## config.mk

```make
export PLATFORM = sky130hd
export DESIGN_NAME = apb_master_bridge
export DESIGN_NICKNAME = d
export VERILOG_FILES = /design/src/rtl/apb_master_bridge.sv
export SDC_FILE = /design/constraint.sdc
export NUM_CORES = 1
export LEC_CHECK = 0
export BUFFER_PORTS_ARGS = -buffer_cell sky130_fd_sc_hd__buf_4
export CORE_MARGIN = 5
export CORE_UTILIZATION = 50
export CTS_CLUSTER_DIAMETER = 40
export CTS_CLUSTER_SIZE = 28
export DETAILED_ROUTE_END_ITERATION = 10
export PLACE_DENSITY = 0.85
export SLEW_MARGIN = 0
export SYNTH_ARGS = -nofsm -noshare
export SYNTH_HDL_FRONTEND = slang
export SYNTH_SLANG_ARGS = --single-unit
```

## constraint.sdc

```tcl
create_clock -name clk -period 3.65 [get_ports clk]
set_input_delay 0.1825 -clock clk [delete_from_list [all_inputs] [get_ports clk]]
set_output_delay 0.1825 -clock clk [all_outputs]
set_load 0.03 [all_outputs]
```

## src/rtl/apb_master_bridge.sv

```systemverilog
// APB requester: turns single valid/ready read/write commands into APB SETUP/ACCESS
// transfers and returns read data or a timeout error on a one-cycle response strobe.
module apb_master_bridge #(
    parameter int unsigned ADDR_W  = 5,
    parameter int unsigned DATA_W  = 32,
    parameter int unsigned TIMEOUT = 16
) (
    input  logic              clk,
    input  logic              Reset,
    input  logic              req_valid,
    output logic              req_ready,
    input  logic              req_write,
    input  logic [ADDR_W-1:0] req_addr,
    input  logic [DATA_W-1:0] req_wdata,
    output logic              rsp_valid,
    output logic [DATA_W-1:0] rsp_rdata,
    output logic              rsp_err,
    output logic              Psel,
    output logic              penable,
    output logic              pwrite,
    output logic [ADDR_W-1:0] paddr,
    output logic [DATA_W-1:0] pwdata,
    input  logic              pready,
    input  logic [DATA_W-1:0] prdata
);

    localparam int unsigned     CntW    = (TIMEOUT > 0) ? $clog2(TIMEOUT + 1) : 1;
    localparam logic [CntW-1:0] CntLast = (TIMEOUT > 0) ? CntW'(TIMEOUT - 1) : '0;

    typedef enum logic [1:0] {
        StIdle   = 2'd0,
        StSetup  = 2'd1,
        StAccess = 2'd2
    } state_e;

    state_e              state_q, state_d;
    logic                psel_q, psel_d;
    logic                penable_q, penable_d;
    logic                pwrite_q, pwrite_d;
    logic [ADDR_W-1:0]   paddr_q, paddr_d;
    logic [DATA_W-1:0]   pwdata_q, pwdata_d;
    logic                rsp_valid_q, rsp_valid_d;
    logic                rsp_err_q, rsp_err_d;
    logic [DATA_W-1:0]   rsp_rdata_q, rsp_rdata_d;
    logic [CntW-1:0]     cnt_q, cnt_d;

    always_comb begin
        state_d     = state_q;
        psel_d      = psel_q;
        penable_d   = penable_q;
        pwrite_d    = pwrite_q;
        paddr_d     = paddr_q;
        pwdata_d    = pwdata_q;
        rsp_valid_d = 1'b0;
        rsp_err_d   = rsp_err_q;
        rsp_rdata_d = rsp_rdata_q;
        cnt_d       = cnt_q;

        unique case (state_q)
            StIdle: begin
                if (req_valid) begin
                    state_d   = StSetup;
                    psel_d    = 1'b1;
                    penable_d = 1'b0;
                    pwrite_d  = req_write;
                    paddr_d   = req_addr;
                    pwdata_d  = req_wdata;
                    cnt_d     = '0;
                end
            end
            StSetup: begin
                state_d   = StAccess;
                penable_d = 1'b1;
            end
            StAccess: begin
                if (pready) begin
                    state_d     = StIdle;
                    psel_d      = 1'b0;
                    penable_d   = 1'b0;
                    rsp_valid_d = 1'b1;
                    rsp_err_d   = 1'b0;
                    rsp_rdata_d = pwrite_q ? '0 : prdata;
                end else begin
                    cnt_d = cnt_q + 1'b1;
                    // pready wins over a coincident timeout, hence the else branch
                    if ((TIMEOUT != 0) && (cnt_q == CntLast)) begin
                        state_d     = StIdle;
                        psel_d      = 1'b0;
                        penable_d   = 1'b0;
                        rsp_valid_d = 1'b1;
                        rsp_err_d   = 1'b1;
                        rsp_rdata_d = '0;
                    end
                end
            end
            default: begin
                state_d   = StIdle;
                psel_d    = 1'b0;
                penable_d = 1'b0;
            end
        endcase
    end

    always_ff @(posedge clk) begin
        if (!Reset) begin
            state_q     <= StIdle;
            psel_q      <= 1'b0;
            penable_q   <= 1'b0;
            pwrite_q    <= 1'b0;
            paddr_q     <= '0;
            pwdata_q    <= '0;
            rsp_valid_q <= 1'b0;
            rsp_err_q   <= 1'b0;
            rsp_rdata_q <= '0;
            cnt_q       <= '0;
        end else begin
            state_q     <= state_d;
            psel_q      <= psel_d;
            penable_q   <= penable_d;
            pwrite_q    <= pwrite_d;
            paddr_q     <= paddr_d;
            pwdata_q    <= pwdata_d;
            rsp_valid_q <= rsp_valid_d;
            rsp_err_q   <= rsp_err_d;
            rsp_rdata_q <= rsp_rdata_d;
            cnt_q       <= cnt_d;
        end
    end

    assign req_ready = Reset && (state_q == StIdle);
    assign Psel      = psel_q;
    assign penable   = penable_q;
    assign pwrite    = pwrite_q;
    assign paddr     = paddr_q;
    assign pwdata    = pwdata_q;
    assign rsp_valid = rsp_valid_q;
    assign rsp_err   = rsp_err_q;
    assign rsp_rdata = rsp_rdata_q;

endmodule

```

==> impl_metrics.json, run 1 <==
{
  "holdWs_ns": 0.0756,
  "synth_top_family_by_area": "compound AO/OA/AOI/OAI gates",
  "layoutNonFillerInstCount": 586,
  "syn_inst": 370,
  "path_cells": "nand2b_1 > or3_1 > a31oi_1",
  "synth_top_area_share_pct": 51.0,
  "max_slew_margin_pct": 18.9,
  "dr_total_vias": 2998,
  "synth_area_sq_um": 3180,
  "critical_path.max_fanout": 34,
  "cts_root_buf": "clkbuf_8",
  "clk_pin_slew_worst_paths_ns": 0.09,
  "rows": 29,
  "synth_area_leaders": "dfxtp_1 51%, nand2_1 11%, a21oi_1 8.2%",
  "fin_crit_sh_pct": 62.4,
  "cts.sinks": 81,
  "synth_fp_nets": 446,
  "slowest_delay_ns": 0.73,
  "diodes": 0,
  "fmax_mhz": 439,
  "nets": 580,
  "yosys.cell_types.count": 38,
  "ys_seq_area_share_pct": 51.0,
  "synth_mux_area_share_pct": 0.315,
  "synth_compound_area_share_pct": 21.2,
  "leakagePower_nw": 1.89,
  "nFillCells": 490,
  "status": "finished clean",
  "synth.avg_cell_area_sq_um": 8.60,
  "cts_tree": "yes",
  "numPortBuffers": 148,
  "synthTopCellsByCount": "92 x nand2_1, 81 x dfxtp_1, 52 x a21oi_1",
  "start_util_pct": 50.7,
  "die_w_um": 89.8,
  "worstPathRequired_ns": 3.91,
  "cts_resized": 0,
  "ir_worst_vdd_mv": 0.288,
  "placed_cells": 570,
  "cp.arrival_ns": 2.53,
  "tightest_slew_ns": 1.22,
  "rsz0062_at_grt": "no",
  "dieArea_sq_um": 8060,
  "grt_pass1_vias": 2908,
  "drive_gt1_share_pct": 42.6,
  "gp_congestion": 0.766,
  "io_pins": 149,
  "worstSetupEndpointType": "flip-flop",
  "routed_wl_um": 8290,
  "cts_hold_buf": 0,
  "globalRouteTotalUtil_pct": 20.1,
  "clock_path_buffers": 2,
  "synthSimpleGateAreaFrac_pct": 19.7,
  "hpwl_um": 5950,
  "antenna_found_initial": 0,
  "finalCriticalPeriod_ns": 2.28,
  "fin_setup_tns_ns": 0,
  "place_area_sq_um": 4240,
  "synth_adder_area_share_pct": 0.787,
  "die_h_um": 89.8,
  "first_iter_violations": 97,
  "drt-pass1-iter-count": 4,
  "synth_edf_count": 0,
  "final_hold_viol_count": 0,
  "ant_nets": 0,
  "cts.htree.levels": 3,
  "syn_to_final_growth_pct": 40.9,
  "cap_violations": 0,
  "drc": 0,
  "setup_viol": 0,
  "yosysMostFrequentCell": "nand2_1",
  "synth_warnings": 0,
  "hold_path_class": "in -> reg",
  "synth_ff_type": "dfxtp_1",
  "cts_buffers": 9,
  "grt_pass1_wl_um": 13700,
  "overflow": 0,
  "finalPower_mw": 2.01,
  "cp_slowest_cell": "dfxtp_1",
  "clkLatencyLatePin_ns": 0.34,
  "synth_seq_cells": 81,
  "yosys.area.top_type": "dfxtp_1",
  "post-cts-setup-buffer-count": 0,
  "core_area_sq_um": 6280,
  "synthArstFlopShare_pct": 0,
  "powerDensity_nw_per_um2": 448,
  "startpoint_type": "flip-flop",
  "grt_max_degree": 39,
  "finClkSkew_ns": 0.0152,
  "critical_path_class": "reg -> reg",
  "synth-xor-area-share_pct": 0,
  "final_area_sq_um": 4480,
  "drv_slew": 0,
  "vias_per_cell": 5.12,
  "routedWlPerCell_um": 14.1
}
==> path summary, 6_finish.rpt <==
check / startpoint / end / slack (ns) / cells past startpoint
setup / recovery: state_q[1]$_SDFFE_PN0P_ / cnt_q[3]$_SDFFE_PN0P_ / 1.37 / 3
hold / removal: prdata[16] / rsp_rdata[16]$_SDFFE_PN0P_ / 0.08 / 3
setup reg to reg: state_q[1]$_SDFFE_PN0P_ / cnt_q[3]$_SDFFE_PN0P_ / 1.37 / 3
hold reg to reg: pwdata[23]$_SDFFE_PN0P_ / pwdata[23]$_SDFFE_PN0P_ / 0.46 / 2
==> registers in the layout, indices dropped and copies added (netlist names) <==
register / cells
pwdata: 32
rsp_rdata: 32
cnt_q: 5
paddr: 5
state_q: 2
Psel: 1
penable: 1
pwrite: 1
rsp_err: 1
rsp_valid: 1
==> final cells by class <==
class,count,area [sq um],share of cell area (%)
Sequential cell,81,1620,36.2
Multi-Input combinational cell,255,1360,30.4
Timing Repair Buffer,153,1150,25.6
Clock buffer,11,151,3.38
Tap cell,77,96.3,2.15
Clock inverter,5,86.3,1.93
Inverter,4,15.0,0.335
==> placed cells by master, fill, tap and decap left out, types with 3 or more instances in the layout <==
cell type,Yosys,layout
nand2_2,20,20
inv_1,3,3
o21ai_1,9,9
a31oi_1,5,5
buf_4,3,153
clkbuf_8,0,11
o21ai_0,24,24
nand3_1,5,5
nor3_1,3,3
a21oi_1,52,52
dfxtp_1,81,81
a21oi_2,21,21
nor2_1,4,3
nand2_1,92,92
==> stage by stage <==
| stage | worst slack, ns | utilization (%) |
|---|---|---|
| global placement | 1.51 | 67.6 |
| finish | 1.37 | 71.4 |
| global route | 1.13 | 71.4 |
| detailed placement | 1.42 | 67.6 |
| CTS | 1.38 | 71.4 |
| floorplan | 1.98 | - |
==> power by group <==
group | switching (mW) | internal [mW]
Sequential | 0.0257 | 0.920
Clock | 0.324 | 0.428
Combinational | 0.182 | 0.130
==> critical path: cells and delay by family, from the launching register on <==
| family | cells | cell delay [ns] |
|---|---|---|
| AOI/OAI and AO/OA | 1 | 0.15 |
| and+or+nand+nor | 2 | 1.30 |
| DFF | 1 | 0.73 |
==> layer usage <==
metal | share of wire, % | wire length (um) | up-vias | track usage (%)
li1 | - | - | 1505 | -
met1 | 42 | 3470 | 1345 | 25.1
met2 | 45 | 3720 | 132 | 30.8
met3 | 11 | 925 | 16 | 8.18
met4 | 2.1 | 177 | 0 | 7.68
met5 | 0 | 0 | - | 0
==> cell families (layout without fill, tap and decap cells) <==
| group | after synthesis | after routing |
|---|---|---|
| adder cells (fa/ha/maj) | 2 | 2 |
| flip-flops | 81 | 81 |
| AND/OR/NAND/NOR | 137 | 137 |
| multiplexers | 1 | 1 |
| AO/OA/AOI/OAI | 115 | 115 |
| buffers and inverters | 34 | 173 |
Note: power is estimated with default switching activity, not from simulation.
==> run 2, diff against run 1 <==
Settings changed: CORE_UTILIZATION 50 to 42, PLACE_DENSITY 0.85 to 0.76.
Clock period 3.65 ns to 1.9 ns, I/O delays scaled along.
==> run 2 against run 1 <==
Effect of this change:
- via count rose by 9.4%
- utilization decreased by 0.98 points
- critical path type unchanged
- final area increased by 15%
- clock-buffer cell count down 1
- combinational power is 130% higher
- sequential share of layout area fell by 4.8 points
- highest routed layer unchanged
- critical path depth increased by 4
- clock power grew 81%
- global-route usage fell by 1.0 points
- hold slack got worse by 0.063 ns
==> impl_metrics.json, run 2 (same netlist as run 1, synthesis figures left out) <==
{
  "status": "finished clean",
  "drv_slew": 0,
  "nets": 643,
  "layout_commonest_cell": "buf_4",
  "finalCriticalPeriod_ns": 1.66,
  "worstHoldStart": "req_addr[3]",
  "hpwl_um": 5920,
  "antenna_found_initial": 0,
  "hold_path_class": "in -> reg",
  "ir_worst_vdd_mv": 0.466,
  "critical_path_class": "reg -> reg",
  "dieArea_sq_um": 9410,
  "fin_setup_tns_ns": 0,
  "max_slew_margin_pct": 67.5,
  "grt_max_degree": 39,
  "setup_viol": 0,
  "slowest_delay_ns": 0.35,
  "critical_path.max_fanout": 33,
  "grt_pass1_vias": 3226,
  "fmax_mhz": 603,
  "dr_total_vias": 3281,
  "grt_pass1_wl_um": 15100,
  "path_cells": "ha_1 > and3_1 > ha_1 > nor2_2 > buf_12 > o21ai_0 > a21oi_2",
  "wl_met2_um": 4310,
  "leakagePower_nw": 2.15,
  "start_util_pct": 43.4,
  "ant_nets": 0,
  "core_area_sq_um": 7330,
  "reg2reg_slack_ns": 0.24,
  "drc": 0,
  "syn_to_final_growth_pct": 62.3,
  "final_cell_mix": "152 x buf_4, 92 x nand2_1, 81 x dfxtp_1",
  "finClkSkew_ns": 0.00750,
  "rsz0062_at_grt": "no",
  "clkLatencyLatePin_ns": 0.34,
  "routed.top_layer": "met4",
  "routed_wl_um": 9360,
  "clk_pin_slew_worst_paths_ns": 0.08,
  "cts_tree": "yes",
  "ff2ff_path_depth": 7,
  "post-cts-setup-buffer-count": 0,
  "cts.sinks": 81,
  "vias_per_cell": 4.90,
  "cts.htree.levels": 3,
  "gp_congestion": 0.756,
  "die_w_um": 97.0,
  "worstPathRequired_ns": 2.18,
  "io_pins": 149,
  "overflow": 0,
  "routedWlPerCell_um": 14.0,
  "numPortBuffers": 148,
  "r2r-end": "rsp_rdata[15]$_SDFFE_PN0P_",
  "clock_path_buffers": 2,
  "fin_crit_sh_pct": 87.3,
  "startpoint_type": "flip-flop",
  "m1WireLength_um": 4100,
  "cp.arrival_ns": 1.94,
  "cts_root_buf": "clkbuf_8",
  "worstSetupEndpointType": "flip-flop",
  "tightest_slew_ns": 0.486,
  "cp_slowest_cell": "dfxtp_1",
  "diodes": 0,
  "rows": 31,
  "drt-pass1-iter-count": 4,
  "cap_violations": 0,
  "placed_cells": 595,
  "cts_buffers": 9,
  "cp_common_cell": "ha_1",
  "globalRouteTotalUtil_pct": 19.1,
  "startpoint": "cnt_q[0]$_SDFFE_PN0P_",
  "final_hold_viol_count": 0,
  "powerDensity_nw_per_um2": 756,
  "detailroute.wirelength.met3_um": 877,
  "first_iter_violations": 103,
  "die_h_um": 97.0,
  "rr_startpoint": "cnt_q[0]$_SDFFE_PN0P_",
  "endpoint": "rsp_rdata[15]$_SDFFE_PN0P_",
  "drive_gt1_share_pct": 38.4,
  "layoutNonFillerInstCount": 670
}
-- run 2: cell types whose count changed in the layout (fill, tap and decap cells not counted), sizes merged --
cell | before | now
dlygate4sd3 | 0 | 60
buf | 153 | 156
clkinvlp | 0 | 2
clkbuf | 11 | 10
clkinv | 2 | 1
inv | 5 | 4
-- run 2: how the worst min path moves through the flow --
stage,endpoint,slack (ns),depth (start not counted)
after global routing,paddr[0]$_SDFFE_PN0P_,0.002,3
after floorplan,state_q[0]$_SDFFE_PN0P_,0.22,1
after detailed placement,state_q[0]$_SDFFE_PN0P_,0.35,2
after CTS,pwdata[8]$_SDFFE_PN0P_,0.00004,3
final,paddr[3]$_SDFFE_PN0P_,0.01,3
after global placement,state_q[0]$_SDFFE_PN0P_,0.34,2
-- run 2: through the flow --
| step | power, mW | cell area, sq um | hold WS [ns] | utilization, % | setup WS (ns) |
|---|---|---|---|---|---|
| finish | 3.90 | 5160 | 0.0128 | 70.4 | 0.242 |
| global placement | 2.47 | 4340 | 0.337 | 59.3 | 0.346 |
| CTS | 3.92 | 5110 | 0.0000437 | 69.7 | 0.245 |
| global route | 4.08 | 5160 | 0.00201 | 70.4 | 0.108 |
| floorplan | 2.20 | 3180 | 0.217 | - | 0.229 |
| detailed placement | 2.48 | 4340 | 0.346 | 59.3 | 0.269 |
-- run 2: layout make-up --
| type | count | area [sq um] |
|---|---|---|
| clock inverter | 5 | 80.1 |
| tap | 99 | 124 |
| clock buffer | 10 | 138 |
| multi-input combinational | 255 | 1360 |
| sequential | 81 | 1620 |
| timing repair buffer | 216 | 1820 |
| fill | 544 | 2170 |
| inverter | 4 | 15.0 |
-- run 2: where the power goes --
part	total, mW	switching [mW]	internal (mW)
Combinational	0.726	0.381	0.345
Clock	1.36	0.597	0.767
Sequential	1.82	0.0478	1.77
Total	3.90	1.03	2.88
-- run 2: critical path: cells and delay by family, from the launching register on --
| kind | cells | cell delay, ns |
|---|---|---|
| adder cells (fa/ha/maj) | 2 | 0.43 |
| flip-flops | 1 | 0.35 |
| AND/OR/NAND/NOR | 2 | 0.33 |
| AO/OA/AOI/OAI | 2 | 0.29 |
| buffers and inverters | 1 | 0.19 |
-- run 2: repair_timing --
action | CTS | global route
hold buffers | 55 | 5
gates resized for setup | 0 | 0
hold endpoints to repair | 55 | 5
-- run 2: per-layer routing --
layer	vias up	track usage, %
met2	144	30.7
li1	1625	-
met5	-	0
met3	6	8.13
met1	1506	23.4
met4	0	4.97
